==> src/rtl/vga_timing_gen.sv <==
// vga_timing_gen
//   Parametrised VGA raster timing generator. A horizontal counter (hcnt) and
//   a vertical counter (vcnt) step one pixel per pix_en pulse. Every output is
//   registered from the pre-increment counters on the same pix_en edge, so all
//   outputs stay mutually aligned, one clk behind the counter state.
//
// Ports
//   clk          in   system clock
//   rst_n        in   asynchronous active-low reset
//   pix_en       in   pixel-advance enable, one clk wide
//   restart      in   synchronous re-align to (0,0); wins over pix_en
//   hsync        out  horizontal sync, level HS_POL while asserted
//   vsync        out  vertical sync, level VS_POL while asserted
//   de           out  1 while the displayed pixel is in the active area
//   x, y         out  displayed pixel column / row, blanking included
//   line_start   out  1-clk pulse when outputs first show hcnt == 0
//   frame_start  out  1-clk pulse when outputs first show (0,0)
module vga_timing_gen #(
  parameter int H_ACTIVE = 640,
  parameter int H_FP     = 16,
  parameter int H_SYNC   = 96,
  parameter int H_BP     = 48,
  parameter int V_ACTIVE = 480,
  parameter int V_FP     = 10,
  parameter int V_SYNC   = 2,
  parameter int V_BP     = 33,
  parameter bit HS_POL   = 1'b0,
  parameter bit VS_POL   = 1'b0,
  parameter int CNT_W    = 10
) (
  input  logic             clk,
  input  logic             rst_n,
  input  logic             pix_en,
  input  logic             restart,
  output logic             hsync,
  output logic             vsync,
  output logic             de,
  output logic [CNT_W-1:0] x,
  output logic [CNT_W-1:0] y,
  output logic             line_start,
  output logic             frame_start
);

  typedef logic [CNT_W-1:0] cnt_t;

  localparam int H_TOTAL = H_ACTIVE + H_FP + H_SYNC + H_BP;
  localparam int V_TOTAL = V_ACTIVE + V_FP + V_SYNC + V_BP;

  // Region boundaries kept 32 bits wide: a sync end may equal 2**CNT_W
  // when the back porch is zero, which would not fit in a cnt_t.
  localparam logic [31:0] H_ACT_END  = 32'(H_ACTIVE);
  localparam logic [31:0] H_SYNC_BEG = 32'(H_ACTIVE + H_FP);
  localparam logic [31:0] H_SYNC_END = 32'(H_ACTIVE + H_FP + H_SYNC);
  localparam logic [31:0] V_ACT_END  = 32'(V_ACTIVE);
  localparam logic [31:0] V_SYNC_BEG = 32'(V_ACTIVE + V_FP);
  localparam logic [31:0] V_SYNC_END = 32'(V_ACTIVE + V_FP + V_SYNC);

  localparam cnt_t H_LAST = cnt_t'(H_TOTAL - 1);
  localparam cnt_t V_LAST = cnt_t'(V_TOTAL - 1);

  cnt_t hcnt_q, hcnt_d;
  cnt_t vcnt_q, vcnt_d;
  cnt_t x_q, x_d;
  cnt_t y_q, y_d;
  logic hsync_q, hsync_d;
  logic vsync_q, vsync_d;
  logic de_q, de_d;
  logic line_start_q, line_start_d;
  logic frame_start_q, frame_start_d;

  // Region decode of the current (pre-increment) counter position.
  logic [31:0] h_ext, v_ext;
  logic        h_last, v_last;
  logic        in_h_active, in_v_active, in_h_sync, in_v_sync;

  assign h_ext       = 32'(hcnt_q);
  assign v_ext       = 32'(vcnt_q);
  assign h_last      = (hcnt_q == H_LAST);
  assign v_last      = (vcnt_q == V_LAST);
  assign in_h_active = (h_ext < H_ACT_END);
  assign in_v_active = (v_ext < V_ACT_END);
  assign in_h_sync   = (h_ext >= H_SYNC_BEG) && (h_ext < H_SYNC_END);
  // vcnt only moves on an hcnt wrap, so vsync naturally spans whole lines.
  assign in_v_sync   = (v_ext >= V_SYNC_BEG) && (v_ext < V_SYNC_END);

  always_comb begin
    // NOTE: every signal assigned here gets a default first, so no path can
    // leave one unassigned and infer a latch.
    hcnt_d        = hcnt_q;
    vcnt_d        = vcnt_q;
    x_d           = x_q;
    y_d           = y_q;
    hsync_d       = hsync_q;
    vsync_d       = vsync_q;
    de_d          = de_q;
    // Pulses default low so they last exactly one clk whatever the divide ratio.
    line_start_d  = 1'b0;
    frame_start_d = 1'b0;

    if (restart) begin
      // x/y deliberately hold; the next pix_en displays (0,0).
      hcnt_d  = '0;
      vcnt_d  = '0;
      de_d    = 1'b0;
      hsync_d = ~HS_POL;
      vsync_d = ~VS_POL;
    end else if (pix_en) begin
      hcnt_d = h_last ? '0 : hcnt_q + cnt_t'(1);
      if (h_last) begin
        vcnt_d = v_last ? '0 : vcnt_q + cnt_t'(1);
      end
      x_d           = hcnt_q;
      y_d           = vcnt_q;
      de_d          = in_h_active && in_v_active;
      hsync_d       = in_h_sync ? HS_POL : ~HS_POL;
      vsync_d       = in_v_sync ? VS_POL : ~VS_POL;
      line_start_d  = (hcnt_q == '0);
      frame_start_d = (hcnt_q == '0) && (vcnt_q == '0);
    end
  end

  // NOTE: state registers use non-blocking assignments so every flop samples
  // the pre-edge values regardless of statement order.
  always_ff @(posedge clk or negedge rst_n) begin
    if (!rst_n) begin
      hcnt_q        <= '0;
      vcnt_q        <= '0;
      x_q           <= '0;
      y_q           <= '0;
      hsync_q       <= ~HS_POL;
      vsync_q       <= ~VS_POL;
      de_q          <= 1'b0;
      line_start_q  <= 1'b0;
      frame_start_q <= 1'b0;
    end else begin
      hcnt_q        <= hcnt_d;
      vcnt_q        <= vcnt_d;
      x_q           <= x_d;
      y_q           <= y_d;
      hsync_q       <= hsync_d;
      vsync_q       <= vsync_d;
      de_q          <= de_d;
      line_start_q  <= line_start_d;
      frame_start_q <= frame_start_d;
    end
  end

  assign hsync       = hsync_q;
  assign vsync       = vsync_q;
  assign de          = de_q;
  assign x           = x_q;
  assign y           = y_q;
  assign line_start  = line_start_q;
  assign frame_start = frame_start_q;

endmodule

==> config.mk <==
export PLATFORM = sky130hd
export DESIGN_NAME = vga_timing_gen
export DESIGN_NICKNAME = d
export VERILOG_FILES = /design/src/rtl/vga_timing_gen.sv
export SDC_FILE = /design/constraint.sdc
export NUM_CORES = 1
export LEC_CHECK = 0
export BUFFER_PORTS_ARGS = -buffer_cell sky130_fd_sc_hd__buf_2
export CORE_ASPECT_RATIO = 2
export CORE_MARGIN = 3
export CORE_UTILIZATION = 45
export CTS_CLUSTER_DIAMETER = 40
export DETAILED_ROUTE_END_ITERATION = 10
export GPL_TIMING_DRIVEN = 0
export PLACE_DENSITY = 0.69
export SLEW_MARGIN = 20
export SYNTH_ARGS = -nofsm -noshare
export SYNTH_HDL_FRONTEND = slang
export SYNTH_SLANG_ARGS = --single-unit
==> constraint.sdc <==
create_clock -name clk -period 1.56 [get_ports clk]
set_input_delay 0.078 -clock clk [delete_from_list [all_inputs] [get_ports clk]]
set_output_delay 0.078 -clock clk [all_outputs]
set_load 0.02 [all_outputs]
# Word-level counts from Yosys, hierarchy flattened
# Index checks and enable logic that the tools add are counted.
dict set report word_totals {
  reg_bits 45
  latch_bits 0
  mem_bits_rw 0
  romBits 0
  elab_cells 49
  memories 0
}
dict set report op_classes {
  addsub 2
  mul 0
  n_div 0
  n_lt_le_gt_ge 6
  eq_ne 2
  n_shift 0
  n_mux 19
  n_bitwise 1
  n_reduce_logical 10
}
# op n
set ops {}
lappend ops {{$mux 10} 7}
lappend ops {{$add 10x1->10 const B} 2}
lappend ops {{$eq 10x10->1 const B} 2}
lappend ops {{$logic_not 10->1} 2}
lappend ops {{$lt 10x10->1 const B} 2}
lappend ops {{$lt 10x9->1 const B} 2}
lappend ops {{$mux 1} 12}
lappend ops {{$ge 10x10->1 const B} 1}
lappend ops {{$ge 10x9->1 const B} 1}
lappend ops {{$logic_and 1x1->1} 4}
lappend ops {{$reduce_and 2->1} 2}
lappend ops {{$reduce_bool 2->1} 2}
lappend ops {{$not 1->1} 1}

# Depth between registers and ports, before layout
# Gate-level depths: netlist (run 1).
dict set report depth {
  ltp_word 5
  depth_mapped 6
  mapped_depth_nobuf 5
}

# Worst setup path after synthesis (run 1)
# OpenSTA, ideal clock, no wires.
dict set report synth_path {
  kind {flip-flop to flip-flop}
  start {register hcnt_q[0]}
  end {register vcnt_q[5]}
  setup_ps 78
  arrival_time_ps 1579
  path_slack_ps -96
  path_stages_with_launch 6
  path_buffers 0
  path_cell_list {dfrtp_1 -> ha_1 -> and4b_2 -> nand3_4 -> or4_1 -> a21oi_1}
}
dict set report synth_between {
  elab_chain_len 3
}
# item line_no
set synth_lines {}
lappend synth_lines {{start: declaration} 61} ;# cnt_t hcnt_q, hcnt_d;
lappend synth_lines {{start signal: assignment} 136} ;# hcnt_q <= hcnt_d;
lappend synth_lines {{$eq 10x10->1} 78} ;# assign h_last = (hcnt_q == H_LAST);
lappend synth_lines {{$reduce_bool 2->1 (no source line)} --}
lappend synth_lines {{$reduce_and 2->1 (no source line)} --}
lappend synth_lines {{end signal: assignment} 137} ;# vcnt_q <= vcnt_d;
lappend synth_lines {{end: declaration} 62} ;# cnt_t vcnt_q, vcnt_d;
# No other way between the ends.
# A chain may end at the register's enable or synchronous reset.

# Final worst setup path (run 1)
dict set report layout_path {
  start {register hcnt_q[7]}
  end {register vcnt_q[5]}
}
# The elaborated chain is that of the path after synthesis.

==> flow_summary.yaml, run 1 <==
timing:
  fin_crit_ps: 1670
  slew_headroom_pct: 33.3
  hold_violations: 0
  finalCritPeriodShare_pct: 107
  rsz0062_at_grt: "true"
  fin_hold_ws_ps: 296
  setup_violations: 8
  maxSlewViolCount: 0
  setup_ws_ps: -110
  skew_ps: 10.8
  tightest_slew_ps: 1000
  clock.fmax_mhz: 599
synth:
  synth-xor-area-share_pct: 2.84
  synth_top_family_by_area: "simple AND/OR/NAND/NOR gates"
  muxShareOfSynthArea_pct: 8.88
  synth-async-reset-ratio_pct: 100
  syn-num-nets: 204
  synthDistinctLibCells: 42
  synth-seq-cells: 45
  syn-cell-area_um2: 2160
  synth_compound_area_share_pct: 9.92
  synth_top_area_cell: "dfrtp_1"
  yosysWarnings: 0
  synth_seq_area_share_pct: 52.4
  ys.flop_type: "dfrtp_1"
  yosysTopAreaCellShare_pct: 49.9
  syn_inst: 196
  synthTopCellsByCount: "dfrtp_1, mux2_2, nor2_1"
  avgSynthCellArea_um2: 11.0
  yosysMostFrequentCell: "dfrtp_1"
  synthSimpleGateAreaFrac_pct: 20.3
  yosys.area_share.adder_pct: 2.32
  ys_top_cells_by_area: "dfrtp_1, mux2_2, dfstp_2"
  synth_edf_count: 0
hold_path:
  hp-class: "input port to flop"
  min_from: "restart"
  hold_end: "vsync$_DFFE_PN1P_"
  whs_path_depth: 4
clock_tree:
  numCtsBuffers: 5
  clkSinkCount: 45
  htree_levels: 2
  ctsRootBufferMaster: "clkbuf_8"
  cts_tree: "yes"
  cts_buffer_depth: 2
  clkSlewWorstSetupHoldPaths_ps: 90
  clk_latency_ps: 300
route:
  routed_wl_mm: 4.93
  post_drt_wl_per_cell_um: 16.6
  viasPerCell: 5.78
  ant_nets: 0
  route.detailed.drc: 0
  drt_iter0_markers: 71
  dr.pass1.iters: 4
  via_count: 1716
placement:
  place_congestion: 0.884
  portBuffers: 28
  dp.cells: 279
  dpl.hpwl_mm: 3.48
  dp_slack_ps: -283
grt:
  grt_pass1_vias: 1782
  antenna_found_initial: 0
  grt-ovfl-total: 0
  grt_pass1_wl_mm: 8.51
  grt_use_total_pct: 19.9
  grt_max_degree: 46
worst_setup_path:
  r2r-start: "hcnt_q[7]$_DFFE_PN0P_"
  critPathKind: "flop to flop"
  r2r_end: "vcnt_q[5]$_DFFE_PN0P_"
  critPathArrivalTime_ps: 1900
  worstSetupStartpointType: "flop"
  required_ps: 1790
  r2r_setup_slack_ps: -110
  r2r.worst_path.cells: 5
  path_max_fanout: 9
  crit_path_cell_trace: "buf_6 > and4b_2 > nand3_4 > or4_1 > a21oi_2"
  end_kind: "flop"
  critPathMaxStageDelay_ps: 460
  cpMaxStageDelayCell: "or4_1"
pwr:
  p_int_mw: 1.66
  power_frac_comb_pct: 11.0
  seqPwrFrac_pct: 55.4
  ir_drop_mv: 0.822
  p_sw_share_pct: 26.0
  p_leak_nw: 1.22
  pwr-share-clk_pct: 33.6
  switchingPower_uw: 581
  power_density_nw_per_um2: 845
final_layout:
  drive_above_1_share_pct: 39.3
  finalNonFillerCells: 297
  diodes: 0
  fin_util_pct: 57.6
  layout.nets: 249
  synthToLayoutAreaGrowth_pct: 22.9
floorplan:
  ios: 29
  dieWidth_um: 54.9
  die_h_um: 104
  coreArea_um2: 4600
  rows: 35
  dieArea_um2: 5710
  start_util_pct: 46.9
status:
  violations: "setup timing"
  status: "complete, but fails checks"
job:
  drv_cap: 0
-- metal layers --
layer	up-vias	track usage [%]	routed length, µm
li1	802	-	-
met1	855	23.6	1740
met2	46	33.7	2870
met3	13	3.16	181
met4	0	8.00	130
met5	-	0	0
-- cell families after synthesis --
| family | after synthesis |
|---|---|
| flip-flops | 45 |
| XOR/XNOR | 7 |
| AND/OR/NAND/NOR | 75 |
| multiplexers | 17 |
| AO/OA/AOI/OAI | 33 |
| buffers and inverters | 15 |
| adder cells (fa/ha/maj) | 4 |
-- power by group through the flow --
stage / registers, mW / logic (mW) / clock network [mW]
after floorplan: 1.29 / 0.106 / 0
after global placement: 1.26 / 0.220 / 0
after detailed placement: 1.27 / 0.224 / 0
after CTS: 1.24 / 0.240 / 0.763
after global routing: 1.25 / 0.275 / 0.813
final: 1.24 / 0.245 / 0.752
-- metrics by stage --
| step | total power, mW | setup TNS (ps) | instance area [µm²] |
|---|---|---|---|
| 2_1_floorplan | 1.40 | 0 | 2160 |
| 3_3_place_gp | 1.48 | -2810 | 2370 |
| 6_report | 2.24 | -459 | 2650 |
| 3_5_place_dp | 1.49 | -2980 | 2370 |
| 5_1_grt | 2.34 | -1200 | 2650 |
| 4_1_cts | 2.24 | -289 | 2580 |
-- worst max-delay path by stage --
stage	start	to	slack, ps
4_1_cts	hcnt_q[7]$_DFFE_PN0P_	vcnt_q[4]$_DFFE_PN0P_	-60
2_1_floorplan	hcnt_q[0]$_DFFE_PN0P_	vcnt_q[5]$_DFFE_PN0P_	20
6_report	hcnt_q[7]$_DFFE_PN0P_	vcnt_q[5]$_DFFE_PN0P_	-110
3_3_place_gp	vcnt_q[6]$_DFFE_PN0P_	vcnt_q[8]$_DFFE_PN0P_	-260
3_5_place_dp	vcnt_q[6]$_DFFE_PN0P_	vcnt_q[8]$_DFFE_PN0P_	-280
5_1_grt	hcnt_q[1]$_DFFE_PN0P_	vcnt_q[5]$_DFFE_PN0P_	-180
-- cells in the final DEF, fill, tap and decap left out, types with 3 or more instances in the layout --
master,count
or4_1,4
dfrtp_2,6
clkbuf_8,6
xor2_1,4
clkbuf_1,3
o31ai_2,3
o21ai_0,7
buf_4,12
ha_1,3
nand4b_1,3
a21oi_2,3
inv_1,5
mux2_2,17
a31oi_1,4
a21oi_1,6
nor3_1,4
or3_1,4
nor2_1,13
nand2_1,12
nand3_1,7
xnor2_1,3
and3_1,3
nand4_1,5
buf_2,30
dfrtp_1,37
nand2b_1,5
-- layout make-up --
cell class | count | area, µm²
sequential | 45 | 1140
timing repair buffer | 38 | 218
buffer | 10 | 70.1
inverter | 5 | 18.8
fill | 420 | 1950
clock buffer | 6 | 82.6
clock inverter | 2 | 13.8
multi-input combinational | 136 | 1040
tap | 55 | 68.8
-- critical path, delay by kind of cell (launching register included) --
family,cells,cell delay (ps)
AOI/OAI and AO/OA,1,150
DFF,1,380
and+or+nand+nor,3,930
buffers and inverters,1,140
-- state kept, by name, summed over array words and instances (netlist names) --
name         cells
de               1
x               10
frame_start      1
y               10
hcnt_q          10
line_start       1
vsync            1
vcnt_q          10
hsync            1
-- timing repair --
item / 4_1_cts / 5_1_grt
resized for setup: 16 / 13
buffers inserted: 7 / 2
hold buffers: 1 / 0
pin swaps: 5 / 3
hold endpoints to repair: 43 / 0
setup endpoints to repair: 18 / 18
No activity file was read; power rests on OpenSTA's default activity.
==> run 2: changes to the inputs <==
CTS_BUF_LIST = sky130_fd_sc_hd__clkbuf_4   (was unset)
==> run 2 against run 1 <==
Compared with the run above:
- the flow still finishes with violations (setup timing)
- cell area fell by 0.47%
- clock skew rose by 7.9 ps
- sequential power barely moved
- non-clock buffer count fell by 1
- register-to-register slack got worse by 30 ps
- via count rose by 1.0%
- clock power fell by 28%
- sequential share of layout area rose by 0.25 points
==> flow_summary.yaml, run 2 (synthesis results as in run 1) <==
clock_tree:
  cts_buffer_depth: 2
  clk_latency_ps: 360
  clkSlewWorstSetupHoldPaths_ps: 140
  numCtsBuffers: 5
  htree_levels: 2
  ctsRootBufferMaster: "clkbuf_4"
  cts_tree: "yes"
  clkSinkCount: 45
final_layout:
  drive_above_1_share_pct: 40.9
  nFillCells: 419
  layout_commonest_cell: "dfrtp_1"
  synthToLayoutAreaGrowth_pct: 22.3
  diodes: 0
  multi_input_area_um2: 1080
  final-seq-area_um2: 1140
  layout.nets: 249
  most-common-layout-cells: "dfrtp_1, buf_2, mux2_2, nor2_1, nand2_1"
worst_setup_path:
  path_max_fanout: 10
  worstSetupStartpointType: "flop"
  end_kind: "flop"
  required_ps: 1820
  critPathArrivalTime_ps: 1960
  r2r.worst_path.cells: 6
  cp-startpoint: "hcnt_q[7]$_DFFE_PN0P_"
  critPathKind: "flop to flop"
  r2r-start: "hcnt_q[7]$_DFFE_PN0P_"
hold_path:
  min_from: "restart"
  whs_path_depth: 4
  hp-class: "input port to flop"
placement:
  place_congestion: 0.884
  dp_slack_ps: -283
  portBuffers: 28
  dpl.hpwl_mm: 3.48
timing:
  hold_violations: 0
  setup_ws_ps: -139
  fin_crit_ps: 1700
  rsz0062_at_grt: "true"
  maxSlewViolCount: 0
  skew_ps: 18.8
  tightest_slew_ps: 999
  clock.fmax_mhz: 589
  slew_headroom_pct: 33.4
  setup_violations: 13
  finalCritPeriodShare_pct: 109
job:
  drv_cap: 0
pwr:
  ir_drop_mv: 0.609
  p_total_mw: 2.03
  p_leak_nw: 1.20
  power_density_nw_per_um2: 772
grt:
  grt_use_total_pct: 19.8
  grt-ovfl-total: 0
  grt_pass1_vias: 1777
  grt_pass1_wl_mm: 8.32
  antenna_found_initial: 0
  grt_max_degree: 46
route:
  via_count: 1734
  top_layer: "met4"
  wl_met3_um: 161
  dr.pass1.iters: 4
  wl_met2_mm: 2.99
  wl_met1_mm: 1.87
  drt_iter0_markers: 63
  ant_nets: 0
  routed_wl_mm: 5.20
  post_drt_wl_per_cell_um: 17.5
  route.detailed.drc: 0
  viasPerCell: 5.84
status:
  status: "complete, but fails checks"
  violations: "setup timing"
floorplan:
  ios: 29
  dieWidth_um: 54.9
  coreArea_um2: 4600
  rows: 35
  die_h_um: 104
  dieArea_um2: 5710
  start_util_pct: 46.9
-- run 2: what timing repair did --
action | in CTS | in global routing
resized for setup | 14 | 18
setup endpoints to repair | 18 | 18
setup buffers | 3 | 5
pin swaps | 1 | 4
cloned | 0 | 1
hold endpoints to repair | 43 | 0
hold buffers | 1 | 0
-- run 2: worst max-delay path: stages, from the launching register on --
cell	delay (ps)
dfrtp_1	400
buf_6	130
and4b_2	390
nand3_4	140
buf_6	190
o31ai_2	280
a21oi_2	90
-- run 2: area by class of cell --
type                            count  share of cell area [%]
Buffer                             10                    2.52
Clock inverter                      3                   0.664
Inverter                            5                   0.712
Timing Repair Buffer               37                    7.97
Tap cell                           55                    2.61
Sequential cell                    45                    43.1
Clock buffer                        5                    1.42
Multi-Input combinational cell    137                    41.0
-- run 2: worst paths after layout --
| check | end | slack [ps] |
|---|---|---|
| setup / recovery | vcnt_q[5]$_DFFE_PN0P_ | -140 |
| hold / removal | vsync$_DFFE_PN1P_ | 230 |
| setup reg to reg | vcnt_q[5]$_DFFE_PN0P_ | -140 |
| hold reg to reg | x[0]$_DFFE_PN0P_ | 490 |
| max in group asynchronous | vcnt_q[7]$_DFFE_PN0P_ | 470 |
| min in group asynchronous | vcnt_q[3]$_DFFE_PN0P_ | 410 |
-- run 2: per-layer routing --
layer	vias up	GRT usage, %
met1	871	22.1
li1	802	-
met2	45	33.8
met4	0	9.39
met3	16	3.59
met5	-	0
-- run 2: report_power, final --
group / leakage, nW / switching [mW] / total, mW / internal [mW]
registers: 0.600 / 0.0346 / 1.24 / 1.21
logic: 0.568 / 0.157 / 0.246 / 0.0886
clock network: 0.0326 / 0.374 / 0.545 / 0.171
-- run 2: metrics by stage --
| stage | cells | util (%) | TNS [ps] | hold slack (ps) | instance area [µm²] |
|---|---|---|---|---|---|
| 2_1_floorplan | 196 | - | 0 | -218 | 2160 |
| 3_3_place_gp | 279 | 51.5 | -2810 | 295 | 2370 |
| 3_5_place_dp | 279 | 51.5 | -2980 | 289 | 2370 |
| 4_1_cts | 291 | 54.5 | -509 | 217 | 2500 |
| 5_1_grt | 297 | 57.3 | -1920 | 253 | 2640 |
| 6_report | 297 | 57.3 | -785 | 226 | 2640 |
